--- src/rtl/bram_snapshot_writer_pkg.sv ---
// Shared types and helpers for the BRAM snapshot writer: state encoding,
// default sizing and the capture-length clamp.
package bram_snapshot_writer_pkg;

  localparam int unsigned DEF_DATA_WIDTH = 32;
  localparam int unsigned DEF_ADDR_WIDTH = 10;
  localparam int unsigned DEF_DEPTH      = 1 << DEF_ADDR_WIDTH;

  typedef enum logic [1:0] {
    ST_IDLE    = 2'd0,
    ST_ARMED   = 2'd1,
    ST_CAPTURE = 2'd2,
    ST_DONE    = 2'd3
  } state_e;

  // Zero or oversize requests mean "fill the whole buffer".
  function automatic logic [31:0] clamp_len(input logic [31:0] len, input logic [31:0] depth);
    if (len == 32'd0 || len > depth) return depth;
    return len;
  endfunction

endpackage

--- src/rtl/bram_snapshot_writer_if.sv ---
// FPGA-side write port of the capture BRAM (port A).
interface bram_snapshot_writer_if #(
  parameter int unsigned DATA_WIDTH = 32,
  parameter int unsigned ADDR_WIDTH = 10
);
  logic [ADDR_WIDTH-1:0] bram_addr;
  logic [DATA_WIDTH-1:0] bram_din;
  logic                  bram_we;

  modport master (output bram_addr, output bram_din, output bram_we);
  modport slave  (input  bram_addr, input  bram_din, input  bram_we);
endinterface

--- src/rtl/bram_snapshot_writer_decimator.sv ---
// Keep-1-of-(decim+1) strobe over valid samples; cleared by the capture start.
module snapshot_decimator #(
  parameter int unsigned CNT_WIDTH = 8
) (
  input  logic                 clk,
  input  logic                 rst,
  input  logic                 clear,
  input  logic                 en,
  input  logic [CNT_WIDTH-1:0] decim,
  output logic                 keep_c
);

  logic [CNT_WIDTH-1:0] cnt_q;

  // Compare before incrementing so decim valid samples are skipped between keeps.
  assign keep_c = en && (cnt_q == decim);

  always_ff @(posedge clk) begin
    if (rst || clear) begin
      cnt_q <= '0;
    end else if (en) begin
      cnt_q <= (cnt_q == decim) ? '0 : CNT_WIDTH'(cnt_q + 1'b1);
    end
  end

endmodule

--- src/rtl/bram_snapshot_writer.sv ---
// Arm/trigger-controlled snapshot capture into BRAM port A, with decimation,
// abort and busy/done status for software polling.
module bram_snapshot_writer
  import bram_snapshot_writer_pkg::*;
#(
  parameter int unsigned DATA_WIDTH = DEF_DATA_WIDTH,
  parameter int unsigned ADDR_WIDTH = DEF_ADDR_WIDTH
) (
  input  logic                  fpga_clk,
  input  logic                  rst,
  input  logic [DATA_WIDTH-1:0] din,
  input  logic                  din_valid,
  input  logic                  arm,
  input  logic                  abort,
  input  logic                  trig_en,
  input  logic                  trigger,
  input  logic [ADDR_WIDTH:0]   capture_len,
  input  logic [7:0]            decim,
  bram_snapshot_writer_if.master bram,
  output logic                  busy,
  output logic                  done,
  output logic [ADDR_WIDTH:0]   words_written
);

  localparam int unsigned LEN_W = ADDR_WIDTH + 1;
  localparam int unsigned DEPTH = 1 << ADDR_WIDTH;

  state_e                state_q, state_d;
  logic [LEN_W-1:0]      len_q, len_d;
  logic                  trig_en_q, trig_en_d;
  logic [7:0]            decim_q, decim_d;
  logic [ADDR_WIDTH-1:0] ptr_q, ptr_d;
  logic [LEN_W-1:0]      ww_q, ww_d;
  logic                  busy_q, busy_d;
  logic                  done_q, done_d;
  logic [ADDR_WIDTH-1:0] addr_q, addr_d;
  logic [DATA_WIDTH-1:0] dout_q, dout_d;
  logic                  we_q, we_d;

  logic start_c;
  logic cap_valid_c;
  logic dec_keep_c;
  logic keep_c;

  assign start_c     = (state_q == ST_ARMED) && din_valid && (!trig_en_q || trigger);
  assign cap_valid_c = (state_q == ST_CAPTURE) && din_valid;
  assign keep_c      = start_c || dec_keep_c;

  snapshot_decimator #(.CNT_WIDTH(8)) u_decim (
    .clk    (fpga_clk),
    .rst    (rst),
    .clear  (start_c),
    .en     (cap_valid_c),
    .decim  (decim_q),
    .keep_c (dec_keep_c)
  );

  // Next-state, write-register and status logic.
  always_comb begin
    state_d   = state_q;
    len_d     = len_q;
    trig_en_d = trig_en_q;
    decim_d   = decim_q;
    ptr_d     = ptr_q;
    ww_d      = ww_q;
    addr_d    = addr_q;
    dout_d    = dout_q;
    we_d      = 1'b0;

    case (state_q)
      ST_IDLE, ST_DONE: begin
        if (arm) begin
          state_d   = ST_ARMED;
          len_d     = LEN_W'(clamp_len(32'(capture_len), 32'(DEPTH)));
          trig_en_d = trig_en;
          decim_d   = decim;
          ptr_d     = '0;
          ww_d      = '0;
        end
      end
      ST_ARMED: begin
        if (start_c) state_d = ST_CAPTURE;
      end
      default: ;
    endcase

    // The last kept word ends the capture without advancing past the buffer end.
    if (keep_c) begin
      we_d   = 1'b1;
      addr_d = ptr_q;
      dout_d = din;
      ww_d   = LEN_W'(ww_q + 1'b1);
      if (ww_d == len_q) state_d = ST_DONE;
      else               ptr_d   = ADDR_WIDTH'(ptr_q + 1'b1);
    end

    if (abort && (state_q == ST_ARMED || state_q == ST_CAPTURE)) state_d = ST_IDLE;

    busy_d = (state_d == ST_ARMED) || (state_d == ST_CAPTURE);
    done_d = (state_d == ST_DONE);
  end

  always_ff @(posedge fpga_clk) begin
    if (rst) begin
      state_q   <= ST_IDLE;
      len_q     <= '0;
      trig_en_q <= 1'b0;
      decim_q   <= '0;
      ptr_q     <= '0;
      ww_q      <= '0;
      busy_q    <= 1'b0;
      done_q    <= 1'b0;
      addr_q    <= '0;
      dout_q    <= '0;
      we_q      <= 1'b0;
    end else begin
      state_q   <= state_d;
      len_q     <= len_d;
      trig_en_q <= trig_en_d;
      decim_q   <= decim_d;
      ptr_q     <= ptr_d;
      ww_q      <= ww_d;
      busy_q    <= busy_d;
      done_q    <= done_d;
      addr_q    <= addr_d;
      dout_q    <= dout_d;
      we_q      <= we_d;
    end
  end

  assign bram.bram_addr = addr_q;
  assign bram.bram_din  = dout_q;
  assign bram.bram_we   = we_q;
  assign busy           = busy_q;
  assign done           = done_q;
  assign words_written  = ww_q;

endmodule

--- src/flat_wrapper.sv ---
// flat-port wrapper written by rule: the top's interface ports become plain ports
module bram_snapshot_writer_flat import bram_snapshot_writer_pkg::*;
#(
  parameter int unsigned DATA_WIDTH = DEF_DATA_WIDTH,
  parameter int unsigned ADDR_WIDTH = DEF_ADDR_WIDTH
)
  (fpga_clk, rst, din, din_valid, arm, abort, trig_en, trigger, capture_len, decim, busy, done, words_written, bram_bram_addr, bram_bram_din, bram_bram_we);
  bram_snapshot_writer_if #(.DATA_WIDTH(DATA_WIDTH), .ADDR_WIDTH(ADDR_WIDTH)) bram_i ();
  input  logic fpga_clk;
  input  logic rst;
  input  logic [DATA_WIDTH-1:0] din;
  input  logic din_valid;
  input  logic arm;
  input  logic abort;
  input  logic trig_en;
  input  logic trigger;
  input  logic [ADDR_WIDTH:0] capture_len;
  input  logic [7:0] decim;
  output logic busy;
  output logic done;
  output logic [ADDR_WIDTH:0] words_written;
  output wire logic [$bits(bram_i.bram_addr)-1:0] bram_bram_addr;
  output wire logic [$bits(bram_i.bram_din)-1:0] bram_bram_din;
  output wire logic [$bits(bram_i.bram_we)-1:0] bram_bram_we;
  assign bram_bram_addr = bram_i.bram_addr;
  assign bram_bram_din = bram_i.bram_din;
  assign bram_bram_we = bram_i.bram_we;
  bram_snapshot_writer #(.DATA_WIDTH(DATA_WIDTH), .ADDR_WIDTH(ADDR_WIDTH)) u_core (.fpga_clk(fpga_clk), .rst(rst), .din(din), .din_valid(din_valid), .arm(arm), .abort(abort), .trig_en(trig_en), .trigger(trigger), .capture_len(capture_len), .decim(decim), .bram(bram_i), .busy(busy), .done(done), .words_written(words_written));
endmodule
--- config.mk ---
export PLATFORM = sky130hd
export DESIGN_NAME = bram_snapshot_writer_flat
export DESIGN_NICKNAME = d
export VERILOG_FILES = /design/src/rtl/bram_snapshot_writer_pkg.sv /design/src/rtl/bram_snapshot_writer_if.sv /design/src/rtl/bram_snapshot_writer_decimator.sv /design/src/rtl/bram_snapshot_writer.sv /design/src/flat_wrapper.sv
export SDC_FILE = /design/constraint.sdc
export NUM_CORES = 1
export LEC_CHECK = 0
export BUFFER_PORTS_ARGS = -buffer_cell sky130_fd_sc_hd__buf_2
export CAP_MARGIN = 15
export CELL_PAD_IN_SITES_DETAIL_PLACEMENT = 1
export CELL_PAD_IN_SITES_GLOBAL_PLACEMENT = 1
export CORE_AREA = 5 5 129 131
export CTS_CLUSTER_DIAMETER = 50
export CTS_CLUSTER_SIZE = 28
export DETAILED_ROUTE_END_ITERATION = 8
export DIE_AREA = 0 0 134 136
export GPL_ROUTABILITY_DRIVEN = 1
export PLACE_DENSITY_LB_ADDON = 0.1
export SLEW_MARGIN = 10
export SYNTH_ARGS = -nofsm -noshare
export SYNTH_HDL_FRONTEND = slang
export SYNTH_SLANG_ARGS = --single-unit
--- constraint.sdc ---
create_clock -name fpga_clk -period 4.2 [get_ports fpga_clk]
set_clock_uncertainty 0.05 [all_clocks]
set_input_delay 0.84 -clock fpga_clk [delete_from_list [all_inputs] [get_ports fpga_clk]]
set_output_delay 0.84 -clock fpga_clk [all_outputs]
set_load 0.02 [all_outputs]
# [Yosys cells after proc, flatten, opt, wreduce, memory -nomap -nowiden]
# Cells that the tools add are included.
[op_classes] addsub=3 n_lt_le_gt_ge=1 n_eq_ne=8 n_mux=20 reduce_logical=19
[ops] operator="two-way mux 11 bit" count=5
[ops] operator="two-way mux 10 bit" count=4
[ops] operator="adder 11 x 1 -> 11 bit (second input constant)" count=1
[ops] operator="equality test 11 bit" count=1
[ops] operator="> comparator 11 bit (second input constant)" count=1
[ops] operator="zero test 11 bit" count=1
[ops] operator="adder 10 x 1 -> 10 bit (second input constant)" count=1
[ops] operator="two-way mux 2 bit" count=5
[ops] operator="adder 8 x 1 -> 8 bit (second input constant)" count=1
[ops] operator="equality test 2 bit (second input constant)" count=4
[ops] operator="equality test 8 bit" count=1
[ops] operator="two-way mux 8 bit" count=1
[ops] operator="logical OR 1 bit" count=6
[ops] operator="logical AND 1 bit" count=5
[ops] operator="equality test 2 x 1 -> 1 bit (second input constant)" count=2
[ops] operator="two-way mux 1 bit" count=4
[ops] operator="case mux 2 bit (2 select lines)" count=1
[ops] operator="AND reduction 2 bit" count=2
[ops] operator="nonzero test 2 bit" count=2
[ops] operator="zero test 2 bit" count=1
[ops] operator="OR reduction 2 bit" count=1
[ops] operator="zero test 1 bit" count=1
[word_totals] register_bits=96 in_bits=58 out_inout_bits=56

# [Longest topological paths before layout]
# Gate-level depths: netlist (run 1).
[depth] word_depth=10 ltp_mapped=12

# [Hierarchy]
# Synthesis (run 1) repeated with hierarchy kept, for this count alone.
[unflattened] hier_cells=543 hier_area_um2=4379.2
[by_module_without_submodules] mod="bram_snapshot_writer" instances=1 cells_per_inst=495 area_each_um2=3925.0 seq_area_each_um2=1761.7
[by_module_without_submodules] mod="snapshot_decimator" instances=1 cells_per_inst=48 area_each_um2=454.2 seq_area_each_um2=160.2

# [Worst setup path before layout (run 1)]
# OpenSTA, ideal clock, no wires.
[synth_path] kind="in2reg" start="in din_valid" end="reg u_core.busy_q, in the netlist u_core.busy" t_arrival_ns=2.659 required_ns=4.023 slack_ns=1.364 cell_stages=9 path_buffers=2 path_cell_list="and2_1 > clkbuf_1 > nand2_1 > o31ai_1 > buf_2 > nand4_1 > a21oi_1 > ha_1 > nor2b_1"
[synth_via] elab_chain_len=9 word_cells_on_any_way=13 classes_between="eq/ne: 2; mux: 5; reduce/logical: 6"
[synth_lines] item="from (decl)" line="flat_wrapper.sv:12" source="input logic din_valid;"
[synth_lines] item="logical AND 1 bit (2 in series)" line="bram_snapshot_writer.sv:45" source="assign start_c = (state_q == ST_ARMED) && din_valid && (!trig_en_q || trigger);"
[synth_lines] item="two-way mux 2 bit" line="bram_snapshot_writer.sv:82" source="if (start_c) state_d = ST_CAPTURE;"
[synth_lines] item="case mux 2 bit (2 select lines)" line="bram_snapshot_writer.sv:70" source="case (state_q)"
[synth_lines] item="two-way mux 2 bit" line="bram_snapshot_writer.sv:93" source="if (ww_d == len_q) state_d = ST_DONE;"
[synth_lines] item="two-way mux 2 bit *" line="bram_snapshot_writer.sv:88" source="if (keep_c) begin"
[synth_lines] item="two-way mux 2 bit *" line="bram_snapshot_writer.sv:97" source="if (abort && (state_q == ST_ARMED || state_q == ST_CAPTURE)) state_d = ST_IDLE;"
[synth_lines] item="net u_core.state_d[1]" line="bram_snapshot_writer.sv:28" source="state_e state_q, state_d;"
[synth_lines] item="equality test 2 x 1 -> 1 bit or equality test 2 bit (tied branches)" line="bram_snapshot_writer.sv:99" source="busy_d = (state_d == ST_ARMED) || (state_d == ST_CAPTURE);"
[synth_lines] item="logical OR 1 bit *" line="bram_snapshot_writer.sv:99"
[synth_lines] item="net u_core.busy_d" line="bram_snapshot_writer.sv:34" source="logic busy_q, busy_d;"
[synth_lines] item="to (signal assigned)" line="bram_snapshot_writer.sv:123" source="busy_q <= busy_d;"
[synth_lines] item="to (decl)" line="bram_snapshot_writer.sv:34"
# Mark *: on every way through the listed nets, which the timed path passes. The rest lies on a longest branch.
# A chain may end at the register's enable or synchronous reset.

# [Worst setup path after layout (run 1)]
[layout_path] start="reg u_core.ww_q[0], in the netlist u_core.words_written[0]" end="reg u_core.busy_q, in the netlist u_core.busy"
[layout_via] elab_chain_len=7 word_cells_on_any_way=8 classes_between="add/sub: 1; eq/ne: 3; mux: 3; reduce/logical: 1"
[layout_lines] item="from (decl)" line="bram_snapshot_writer.sv:33" source="logic [LEN_W-1:0] ww_q, ww_d;"
[layout_lines] item="from (signal assigned)" line="bram_snapshot_writer.sv:122" source="ww_q <= ww_d;"
[layout_lines] item="adder 11 x 1 -> 11 bit *" line="bram_snapshot_writer.sv:92" source="ww_d = LEN_W'(ww_q + 1'b1);"
[layout_lines] item="equality test 11 bit *" line="bram_snapshot_writer.sv:93"
[layout_lines] item="two-way mux 2 bit *" line="bram_snapshot_writer.sv:93"
[layout_lines] item="two-way mux 2 bit *" line="bram_snapshot_writer.sv:88"
[layout_lines] item="two-way mux 2 bit *" line="bram_snapshot_writer.sv:97"
[layout_lines] item="net u_core.state_d[1]" line="bram_snapshot_writer.sv:28"
[layout_lines] item="equality test 2 x 1 -> 1 bit or equality test 2 bit (tied branches)" line="bram_snapshot_writer.sv:99"
[layout_lines] item="logical OR 1 bit *" line="bram_snapshot_writer.sv:99"
[layout_lines] item="net u_core.busy_d" line="bram_snapshot_writer.sv:34"
# Marks and branches as above.

==> flow_metrics.env, run 1 <==
export IMPL_status="finished clean"
export IMPL_num_vias=4334
export IMPL_cts_tree="yes"
export IMPL_grt_max_degree=100
export IMPL_syn_avg_cell_area_um2=7.84
export IMPL_pin_count=114
export IMPL_holdCritStartpoint="u_core.bram.bram_din[18]"
export IMPL_cp_data_required_time_ns=4.35
export IMPL_fp_dieW_um=134
export IMPL_final_common_cell="nand2_1"
export IMPL_rr_endpoint="u_core.busy"
export IMPL_port_buffer_count=113
export IMPL_cts_buffers=9
export IMPL_yosysWarnings=0
export IMPL_slowest_delay_ns=0.52
export IMPL_routed_wl_um=14100
export IMPL_slew_headroom_pct=28.0
export IMPL_cpMostUsedCell="ha_1"
export IMPL_die_h_um=136
export IMPL_setup_tns_ns=0
export IMPL_dp_hpwl_um=9640
export IMPL_synth_edf_count=0
export IMPL_synthTopCellsByArea="dfxtp_1 43%, nand2_1 11%, a21oi_1 8.9%"
export IMPL_post_dp_cell_area_um2=5190
export IMPL_initial_utilization_pct=29.2
export IMPL_cts_root_buf="clkbuf_16"
export IMPL_synth_fp_nets=641
export IMPL_h_tree_depth=3
export IMPL_clk_latency_ns=0.35
export IMPL_yosysSeqAreaShare_pct=42.5
export IMPL_vdd_drop_max_mv=0.174
export IMPL_period_share_pct=78.3
export IMPL_drt_iter0_drc=228
export IMPL_ys_flop_type="dfxtp_1"
export IMPL_grt_use_total_pct=15.6
export IMPL_wl_per_cell_um=16.4
export IMPL_power_density_nw_per_um2=405
export IMPL_yosysTopAreaCell="dfxtp_1"
export IMPL_clk_pin_slew_ns=0.07
export IMPL_dr_pass1_iters=4
export IMPL_fin_area_um2=5550
export IMPL_cts_resized=0
export IMPL_synthesis_area_um2=4520
export IMPL_path_max_fanout=14
export IMPL_synth_distinct_cells=54
export IMPL_worstSetupStartpointType="register"
export IMPL_antenna_found_initial=0
export IMPL_hold_path_class="reg2reg"
export IMPL_worstHoldPathCells=2
export IMPL_synth_top_area_share_pct=42.5
export IMPL_async_reset_ff_share_pct=0
export IMPL_finalHoldViolCount=0
export IMPL_min_to="u_core.bram.bram_din[18]"
export IMPL_layout_area_overhead_vs_synth_pct=22.7
export IMPL_rsz0062_at_grt="false"
export IMPL_fmax_ghz=0.304
export IMPL_postRouteAntennaNets=0
export IMPL_drv_slew=0
export IMPL_placeableCoreArea_um2=15500
export IMPL_cts_buffer_depth=2
export IMPL_nNetsFinal=729
export IMPL_reg2reg_depth=9
export IMPL_ys_ff_latch=96
export IMPL_slowest_stage="a2111oi_2"
export IMPL_grt_pass1_vias=4560
export IMPL_setup_viol=0
export IMPL_cts_hold_buf=0
export IMPL_cap_violations=0
export IMPL_gp_congestion=0.755
export IMPL_cts_sinks=96
export IMPL_drive_gt1_share_pct=21.1
export IMPL_reg2reg_slack_ns=0.91
export IMPL_syn_inst=576
export IMPL_grt_pass1_wl_um=23200
export IMPL_tightest_slew_ns=1.08
export IMPL_crit_type="reg2reg"
export IMPL_dieArea_um2=18200
export IMPL_cp_end_kind="register"
export IMPL_p_leak_uw=0.00213
export IMPL_layout_common_cells="131 x nand2_1, 113 x buf_2, 96 x dfxtp_1, 80 x a21oi_1, 32 x nor2_1"
export IMPL_cp_arrival_ns=3.44
export IMPL_diodes=0
export IMPL_vias_per_cell=5.03
export IMPL_cp_cell_sequence="ha_1 > and2_1 > nand4b_1 > a2111oi_2 > o21a_1 > nand4_1 > a21oi_1 > ha_1 > nor2b_1"
export IMPL_cts_setup_buffers=0
export IMPL_drc=0
export IMPL_fin_crit_ns=3.29
export IMPL_gr_total_overflow=0
export IMPL_timing_rr_start="u_core.words_written[0]"
export IMPL_row_count=46
-- state kept, by name, summed over array words and instances (netlist names) --
register	flops
u_core.trig_en_q	1
u_core.busy	1
u_core.bram.bram_we	1
u_core.ptr_q	10
u_core.u_decim.cnt_q	8
u_core.done	1
u_core.state_q	2
u_core.bram.bram_din	32
u_core.words_written	11
u_core.len_q	11
u_core.bram.bram_addr	10
u_core.decim_q	8
-- how the worst max path moves through the flow --
stage          slack [ns]               startpoint  depth (start not counted)           to
6_report             0.91  u_core.words_written[0]                          9  u_core.busy
5_1_grt              0.68  u_core.words_written[0]                          9  u_core.busy
4_1_cts              0.91  u_core.words_written[0]                          9  u_core.busy
3_5_place_dp         0.94  u_core.words_written[0]                          9  u_core.busy
3_3_place_gp         1.12  u_core.words_written[0]                          9  u_core.busy
2_1_floorplan        1.36                din_valid                          9  u_core.busy
-- cell usage after synthesis (5+ instances only) --
library cell,number
a21oi_1,80
nand2_1,131
nand2b_1,5
a31oi_1,6
or4_1,6
or3_1,6
nand3b_1,10
xor2_1,6
inv_1,12
o32ai_1,7
dfxtp_1,96
o21ai_0,20
nor4_1,10
clkbuf_1,29
xnor2_1,20
buf_2,7
ha_1,7
nor3_1,7
nand3_1,13
nor2_1,32
-- worst max-delay path: cells and delay by family, from the launching register on --
family	cells	cell delay (ns)
AO/OA/AOI/OAI	3	0.97
AND/OR/NAND/NOR	4	1.01
flip-flops	1	0.48
adder cells (fa/ha/maj)	2	0.63
-- where the power goes --
group	switching [uW]	internal (uW)	total [uW]	leakage, uW
registers	29.2	953	982	0.000778
logic	238	122	360	0.00120
clock network	365	538	903	0.000152
total	632	1610	2250	0.00213
-- per-layer routing --
layer	up-vias	GRT usage [%]	share of wire (%)
li1	2171	-	-
met3	14	4.15	5.5
met4	0	5.89	1.6
met1	2064	19.5	46
met5	-	0	0
met2	85	25.9	47
-- through the flow --
step	instances	hold WS, ns	util [%]	setup WS (ns)	total power (uW)
detailed placement	844	0.392	33.6	0.938	1360
global placement	844	0.386	33.6	1.12	1350
finish	861	0.397	35.8	0.911	2250
floorplan	576	0.386	-	1.36	1230
CTS	860	0.400	35.6	0.907	2280
global route	861	0.426	35.8	0.682	2370
-- logic make-up (layout without fill, tap and decap cells) --
logic type,Yosys count,after routing,share of synthesized area [%]
multiplexers,1,1,0.222
adder cells (fa/ha/maj),7,7,1.94
flip-flops,96,96,42.5
XOR/XNOR,26,26,5.04
buffers and inverters,53,146,4.85
AO/OA/AOI/OAI,146,146,19.6
AND/OR/NAND/NOR,247,247,25.8
-- layout make-up --
type	count	area [um^2]
clock buffers	11	243
clock inverters	5	80.1
fillers	1871	9940
inverters	12	45.0
multi-input cells	427	2390
flip-flops and latches	96	1920
well taps	192	240
repair buffers	118	623
No activity file was read; power rests on OpenSTA's default activity.
==> run 2: changes to the inputs <==
==> constraint.sdc (replaced) <==
create_clock -name fpga_clk -period 3.3 [get_ports fpga_clk]
set_clock_uncertainty 0.05 [all_clocks]
set_input_delay 0.66 -clock fpga_clk [delete_from_list [all_inputs] [get_ports fpga_clk]]
set_output_delay 0.66 -clock fpga_clk [all_outputs]
set_load 0.02 [all_outputs]
==> flow_metrics.env, run 2 (synthesis results as in run 1) <==
export IMPL_status="finished clean"
export IMPL_cts_setup_buffers=0
export IMPL_die_h_um=136
export IMPL_postRouteAntennaNets=0
export IMPL_cts_buffer_depth=2
export IMPL_fillCellCount=1871
export IMPL_slew_headroom_pct=45.7
export IMPL_drt_iter0_drc=170
export IMPL_crit_type="reg2reg"
export IMPL_antenna_found_initial=0
export IMPL_dp_hpwl_um=9740
export IMPL_path_max_fanout=8
export IMPL_diodes=0
export IMPL_gr_total_overflow=0
export IMPL_tightest_slew_ns=0.809
export IMPL_clk_latency_ns=0.35
export IMPL_worstSetupStartpointType="register"
export IMPL_cp_arrival_ns=3.05
export IMPL_setup_viol=0
export IMPL_gp_congestion=0.720
export IMPL_fp_dieW_um=134
export IMPL_grt_pass1_wl_um=23200
export IMPL_layout_area_overhead_vs_synth_pct=23.0
export IMPL_cts_hold_buf=0
export IMPL_cp_data_required_time_ns=3.48
export IMPL_vias_per_cell=5.05
export IMPL_reg2reg_depth=9
export IMPL_largest_reg_flops=32
export IMPL_layout_common_cells="131 x nand2_1, 113 x buf_2, 96 x dfxtp_1, 80 x a21oi_1, 32 x nor2_1"
export IMPL_p_seq_share_pct=44.9
export IMPL_num_vias=4377
export IMPL_h_tree_depth=3
export IMPL_p_sw_share_pct=29.3
export IMPL_reg2reg_slack_ns=0.43
export IMPL_drive_gt1_share_pct=21.9
export IMPL_setup_tns_ns=0
export IMPL_wl_per_cell_um=16.0
export IMPL_pin_count=114
export IMPL_drv_slew=0
export IMPL_hold_slack_ns=0.400
export IMPL_clk_pin_slew_ns=0.07
export IMPL_power_density_nw_per_um2=500
export IMPL_grt_use_total_pct=15.6
export IMPL_hold_path_class="reg2reg"
export IMPL_grt_pass1_vias=4525
export IMPL_routed_wl_um=13900
export IMPL_port_buffer_count=113
export IMPL_cp_end_kind="register"
export IMPL_cts_sinks=96
export IMPL_final_common_cell="nand2_1"
export IMPL_fin_crit_ns=2.87
export IMPL_multi_input_area_um2=2390
export IMPL_nNetsFinal=735
export IMPL_cts_buffers=9
export IMPL_cap_violations=0
export IMPL_intPower_uw=1960
export IMPL_cts_tree="yes"
export IMPL_fmax_ghz=0.348
export IMPL_grt_max_degree=100
export IMPL_cts_root_buf="clkbuf_16"
export IMPL_p_switching_uw=815
export IMPL_worstHoldPathCells=2
export IMPL_dr_pass1_iters=4
export IMPL_placeableCoreArea_um2=15500
export IMPL_p_leak_uw=0.00214
export IMPL_period_share_pct=87.1
export IMPL_initial_utilization_pct=29.2
export IMPL_cts_resized=0
export IMPL_vdd_drop_max_mv=0.241
export IMPL_regArea_um2=1920
export IMPL_finalHoldViolCount=0
export IMPL_share_comb_of_total_power_pct=16.8
export IMPL_drc=0
export IMPL_row_count=46
export IMPL_clkPwrFrac_pct=38.3
export IMPL_dieArea_um2=18200
export IMPL_rsz0062_at_grt="false"
==> run 2: worst max-delay path: stages (launching register included) <==
cell and delay [ns]:
dfxtp_1 0.41, ha_1 0.36, and2_1 0.26, nand4b_1 0.14, a2111oi_2 0.51, o21a_1 0.26, nand4_1 0.19, a21oi_1 0.20
ha_1 0.24, nor2b_1 0.12
==> run 2: path summary, 6_finish.rpt <==
path,endpoint,start
max,u_core.busy,u_core.words_written[1]
min,u_core.bram.bram_addr[3],u_core.bram.bram_addr[3]
max reg2reg,u_core.busy,u_core.words_written[1]
min reg2reg,u_core.bram.bram_addr[3],u_core.bram.bram_addr[3]
==> run 2: area by class of cell <==
cell class | instances | area share (%)
well taps | 192 | 4.32
multi-input cells | 427 | 43.0
inverters | 12 | 0.810
repair buffers | 124 | 11.9
flip-flops and latches | 96 | 34.6
clock inverters | 7 | 1.31
clock buffers | 9 | 4.05
==> run 2: per-stage QoR <==
stage | setup WS (ns) | utilization (%) | cells | area, um^2 | power (uW)
2_1_floorplan | 0.493 | - | 576 | 4520 | 1570
3_3_place_gp | 0.513 | 34.0 | 851 | 5260 | 1740
3_5_place_dp | 0.433 | 34.0 | 851 | 5260 | 1750
4_1_cts | 0.413 | 35.9 | 867 | 5560 | 2830
5_1_grt | 0.137 | 35.9 | 867 | 5560 | 2930
6_report | 0.427 | 35.9 | 867 | 5560 | 2780
==> run 2: power by group through the flow <==
stage / sequential [uW] / clock, uW / combinational, uW
after global routing: 1250 / 1160 / 521
after CTS: 1250 / 1100 / 477
final: 1250 / 1070 / 466
after detailed placement: 1270 / 0 / 475
after floorplan: 1310 / 0 / 261
after global placement: 1270 / 0 / 464
==> run 2: routing by layer <==
layer  share of wire [%]  track usage (%)
met1                  47             20.7
met2                  46             24.6
met3                 5.2             4.22
met4                 1.2             5.37
met5                   0                0
